## src/rtl/lfsr_gen.sv

```systemverilog
// Parametrised Fibonacci/Galois LFSR with lockup recovery and valid/ready output.
// Optional period counter is compiled in when LFSR_PERIOD_CNT_EN is defined.
module lfsr_gen #(
    parameter int               WIDTH = 14,
    parameter logic [WIDTH-1:0] TAPS  = 14'h3802,
    parameter logic [WIDTH-1:0] SEED  = {{(WIDTH-1){1'b0}}, 1'b1}
) (
    input  logic             clk,
    input  logic             rst,
    input  logic             en,
    input  logic             mode,
    input  logic             load,
    input  logic [WIDTH-1:0] load_val,
    output logic [WIDTH-1:0] out_data,
    output logic             out_valid,
    input  logic             out_ready,
    output logic             lockup,
    output logic [WIDTH-1:0] period_cnt,
    output logic             period_hit
);

    typedef enum logic [1:0] {IDLE, RUN, LOCK} state_t;

    state_t           st;
    logic [WIDTH-1:0] s;
    logic [WIDTH-1:0] fib_next;
    logic [WIDTH-1:0] gal_next;
    logic [WIDTH-1:0] nxt;
    logic             zero;
    logic             step;

    assign fib_next = {s[WIDTH-2:0], ^(s & TAPS)};
    assign gal_next = {s[WIDTH-2:0], s[WIDTH-1]} ^
                      ({WIDTH{s[WIDTH-1]}} & {TAPS[WIDTH-2:0], 1'b0});
    assign nxt      = mode ? gal_next : fib_next;
    assign zero     = (s == '0);
    // A zero state diverts to LOCK instead of stepping; en=0 drops valid without a transfer.
    assign step     = (st == RUN) && out_valid && out_ready && en && !zero;
    assign out_data = s;

    always_ff @(posedge clk) begin
        if (rst) begin
            s         <= SEED;
            st        <= IDLE;
            out_valid <= 1'b0;
            lockup    <= 1'b0;
        end else if (load) begin
            s         <= load_val;
            lockup    <= 1'b0;
            st        <= en ? RUN : IDLE;
            out_valid <= en;
        end else begin
            case (st)
                IDLE: begin
                    if (en) begin
                        st        <= RUN;
                        out_valid <= 1'b1;
                    end
                end
                RUN: begin
                    if (zero) begin
                        st        <= LOCK;
                        out_valid <= 1'b0;
                        lockup    <= 1'b1;
                    end else if (!en) begin
                        st        <= IDLE;
                        out_valid <= 1'b0;
                    end else if (step) begin
                        s <= nxt;
                    end
                end
                LOCK: begin
                    s         <= SEED;
                    st        <= en ? RUN : IDLE;
                    out_valid <= en;
                end
                default: begin
                    st        <= IDLE;
                    out_valid <= 1'b0;
                end
            endcase
        end
    end

`ifdef LFSR_PERIOD_CNT_EN
    logic [WIDTH-1:0] ref_val;

    always_ff @(posedge clk) begin
        if (rst) begin
            ref_val    <= SEED;
            period_cnt <= '0;
            period_hit <= 1'b0;
        end else begin
            period_hit <= 1'b0;
            if (load) begin
                ref_val    <= load_val;
                period_cnt <= '0;
            end else if (st == LOCK) begin
                ref_val    <= SEED;
                period_cnt <= '0;
            end else if (step) begin
                if (nxt == ref_val) begin
                    period_cnt <= '0;
                    period_hit <= 1'b1;
                end else begin
                    period_cnt <= period_cnt + 1'b1;
                end
            end
        end
    end
`else
    assign period_cnt = '0;
    assign period_hit = 1'b0;
`endif

endmodule
```

## config.mk

```make
export PLATFORM = sky130hd
export DESIGN_NAME = lfsr_gen
export DESIGN_NICKNAME = d
export VERILOG_FILES = /design/src/rtl/lfsr_gen.sv
export SDC_FILE = /design/constraint.sdc
export NUM_CORES = 1
export LEC_CHECK = 0
export ABC_AREA = 1
export CORE_MARGIN = 8
export CORE_UTILIZATION = 43
export CTS_CLUSTER_SIZE = 10
export DETAILED_ROUTE_END_ITERATION = 8
export GPL_TIMING_DRIVEN = 1
export HOLD_SLACK_MARGIN = 0.08
export PLACE_DENSITY = 0.78
export SYNTH_ARGS = -nofsm -noshare
export SYNTH_HDL_FRONTEND = slang
export SYNTH_SLANG_ARGS = --single-unit
```

## constraint.sdc

```tcl
create_clock -name clk -period 1.6 [get_ports clk]
set_clock_uncertainty 0.05 [all_clocks]
set_input_delay 0.4 -clock clk [delete_from_list [all_inputs] [get_ports clk]]
set_output_delay 0.4 -clock clk [all_outputs]
set_load 0.02 [all_outputs]
```

# Word-level counts from Yosys, hierarchy flattened
# Cells that the tools add are included.
# totals
regBits	18
in_bits	20
output_inout_bits	31
elab_cells	42
# op_classes
n_eq_ne	7
n_mux	17
n_bitwise	1
n_reduce_logical	13
# ops
op	count
14-bit two-way mux	5
14-bit case mux with 2 select lines	1
14-bit zero test	1
14-bit XOR reduction	1
14-bit bitwise XOR	1
3-bit inequality test, second input constant	4
2-bit two-way mux	4
2-bit case mux with 3 select lines	1
1-bit two-way mux	5
1-bit logical AND	4
4-bit inequality test, second input constant	1
2-bit AND reduction	2
4-bit AND reduction	1
1-bit case mux with 3 select lines	1
3-bit nonzero test	1
2-bit by 1-bit equality test with 1-bit output, second input constant	1
2-bit equality test, second input constant	1
2-bit zero test	1
2-bit OR reduction	1
1-bit zero test	1

# Depth between registers and ports, before layout
# depth
depth_word	10
depth_mapped	10
depth_no_buf	10

# Worst setup path before layout
# OpenSTA, ideal clock, no wires.
# synth_path
path_type	flip-flop to flip-flop
start	register s[12], in the netlist out_data[12]
end	register s[10], in the netlist out_data[10]
setup_ps	70
arrival_ps	1391
required_ps	1480
slack_ps	89
stages_incl_launch_ff	11
n_path_buf	1
synth_period_minus_slack_ps	1511
cell_sequence	dfxtp_1 > inv_1 > ha_1 > nand2_1 > nor2_2 > nand2_2 > nand3_4 > nand2_4 > buf_8 > nand2_2 > a21oi_2
# synth_via
elab_chain_cells	5
elab_cells_between_ends	6
cone_classes	eq/ne: 2; reduce/logical: 4
# synth_lines
element	line	text
start: declaration	25	logic [WIDTH-1:0] s;
start signal: assignment	48	s <= load_val;
start signal: assignment	69	s <= nxt;
14-bit zero test (*)	36	assign zero = (s == '0);
1-bit zero test	38	assign step = (st == RUN) && out_valid && out_ready && en && !zero;
1-bit logical AND	38	
3-bit inequality test (no source line)	--	
4-bit AND reduction (no source line) (*)	--	
# Every way passes the cells marked *; elsewhere a longest branch is shown, timed or not.
# A chain may end at the register's enable or synchronous reset.

# Worst setup path in the final report
# layout_path
start	register s[11], in the netlist out_data[11]
end	output port out_data[11]
# layout_lines
element	line	text
end: declaration	14	output logic [WIDTH-1:0] out_data,
# No word-level cell between the ends.

==> qor.txt <==
Clk pwr share: 19.6%
Top delay family on crit path: flip-flops
DRT antenna net count: 0
Total Wirelength: 3138 um
R2R Path Start: out_data[12]
Clock Pin Slew Worst Setup and Hold Paths: 100 ps
Total of max-cap violations: 0
P_leak: 0.8051 nW
Syn avg cell area: 7.032 um2
# rows: 19
Ys Warns: 0
Xor and xnor fraction of the mapped netlist area: 1.392%
CP Depth: 1
Shortest period the worst path allows: 1506 ps
Via density: 4.690
Switch share: 36.18%
DP Wirelength: 2339 um
Main combinational cell family by area after synthesis: simple AND/OR/NAND/NOR gates
Worst EP arrival: 1060 ps
Die Area: 4915 um2
Internal: 736.6 uW
Gate power share: 36.3%
Initial antenna violation count: 0
Final setup viols: 0
CP bufs+invs: 1
Layout area overhead: 31.11%
Mapped Area: 1259 um2
Layout cells sized above 1: 21.72%
Number of flops mapped to enable cells by yosys: 0
Critical-path cell list: dlygate4sd2_1
Synth Register Bits: 18
CP peak stage delay: 410 ps
Worst Hold Class: reg2reg
Final setup margin: 93.55 ps
GRT Util Overall: 12.65%
Top FF cell, synth: dfxtp_1
Mapped Cells: 179
CTS Buffer Depth: 2
Fmax: 663.8 MHz
First-pass GRT wire length: 5333 um
Via Count: 1,182
Fin util: 59.33%
Grt ovf: 0
NetSw: 417.5 uW
Clk Latency, worst-skew pair: 290 ps
Peak supply drop: 0.4453 mV
# IOs: 51
Synth unique cells: 30
Unrepaired setup endpoints after global routing: no
Async SR Flop Fraction: 0%
CTS root buffer: clkbuf_4
Core area: 2781 um2
H-tree lvl count: 1
Kind of critical path: reg2out
R2r setup slk: 120 ps
Antenna Cells: 0
Largest net degree at the start of global routing: 23
Power per cell area: 699.3 nW/um2
Critical path capture point: out_data[11]
Starting density of the core: 45.25%
Adder-Cell Fraction of Synth Area: 0.9940%
Die extent in x: 70.11 um
Routed WL per cell: 12.45 um
Post-Synth Simple-Gate Area: 40.85%
Number of hold buffers added after CTS: 0
Worst path required time: 1150 ps
Run status: completed
DP Worst Slack: -306.8 ps
I/O Buffers: 35
Max-slew violations: 0
DRT iter0 DRCs: 52
Post-synthesis compound-gate area fraction: 9.642%
Sequential fraction of design power: 44.1%
CP max FO: 5
Sequential fraction of the synthesis area: 28.63%
Drt first pass iters: 4
RePlAce Congestion: 0.8605
Worst setup SP type: flip-flop
Layout Nets: 244
Worst r2r path cells: 9
FF-to-FF End: out_data[0]
Die height: 70.11 um
CP max stage cell: dfxtp_1
CTS buffer count: 3
Post-synthesis mux area share: 0%
CP startpoint: out_data[11]
Crit. End Element: primary output
Hold Fails Final Rpt: 0
CTS tree: built
# DRC: 0
Vias in the first global route: 1,188
Clock Sinks: 18
Period utilization: 94.15%
-- logic make-up after synthesis --
logic type,Yosys count
AO/OA/AOI/OAI,17
XOR/XNOR,2
adder cells (fa/ha/maj),1
buffers and inverters,35
flip-flops,18
other,1
AND/OR/NAND/NOR,105
-- synthesized netlist by cell type (2+ instances only) --
library cell | instances | area (um2)
nand2_1 | 51 | 191.4
dfxtp_1 | 18 | 360.4
nand3_1 | 17 | 85.08
buf_4 | 15 | 112.6
nor2_1 | 13 | 48.80
inv_1 | 11 | 41.29
a21oi_2 | 7 | 61.31
nand2_2 | 7 | 43.79
nor2_2 | 6 | 37.54
a21oi_1 | 5 | 25.02
a22oi_1 | 3 | 22.52
nor2_4 | 3 | 33.78
buf_6 | 2 | 22.52
buf_8 | 2 | 30.03
clkbuf_1 | 2 | 7.510
nand3_2 | 2 | 20.02
xor2_1 | 2 | 17.52
-- placed cells by master, fill, tap and decap left out, drive strengths merged --
cell,instances
dfxtp,18
inv,13
and3,1
xor2,2
ha,1
nand3,20
buf,11
conb,15
nand3b,1
nand2,60
nor2,22
clkdlybuf4s50,18
a21oi,12
a211oi,1
or2,1
dlymetal6s2s,1
a22oi,3
clkbuf,3
dlygate4sd2,16
nor3,1
o21ai,1
-- metal layers --
metal | global-route usage, % | wire (um)
met5 | 0 | 0
met4 | 4.911 | 19
met3 | 4.237 | 219
met2 | 19.19 | 1467
met1 | 16.01 | 1430
-- state kept, by name, indices dropped and copies added, names as in the netlist --
register	count
st	2
lockup	1
out_valid	1
out_data	14
-- area by class of cell --
type                            instances  area [um2]
Clock buffer                            3       22.52
Fill cell                             270        1131
Inverter                               13       53.80
Multi-Input combinational cell        141       749.5
Sequential cell                        18       362.8
Tap cell                               31       38.79
Timing Repair Buffer                   46       422.9
-- per-stage QoR --
step	power, mW	setup TNS, ps	hold WS, ps	cells	instance area [um2]
global route	1.233	0	452.8	252	1650
finish	1.154	0	408.2	252	1650
floorplan	0.8194	0	419.1	193	1311
detailed placement	0.9367	-4417	396.5	247	1598
CTS	1.146	0	408.9	250	1609
global placement	0.9322	-3938	394.5	247	1598
-- timing repair --
item,CTS,global route
endpoints found under the setup margin,17,16
pin swaps,0,2
resized for setup,17,8
buffers inserted,0,1
cloned,0,1
-- power groups by stage --
stage | registers (mW) | logic, mW | clock network [mW]
after floorplan | 0.548 | 0.272 | 0
after global placement | 0.520 | 0.413 | 0
final | 0.509 | 0.419 | 0.226
after global routing | 0.514 | 0.464 | 0.255
after detailed placement | 0.519 | 0.418 | 0
after CTS | 0.508 | 0.405 | 0.234
-- worst min path at each step --
stage,end,slack [ps],cells after the start,startpoint
global placement,lockup,390,2,lockup
finish,lockup,410,2,lockup
detailed placement,lockup,400,2,lockup
global route,lockup,450,2,lockup
floorplan,out_data[1],420,1,rst
CTS,lockup,410,2,lockup
Power figures use the tool's default switching activity.
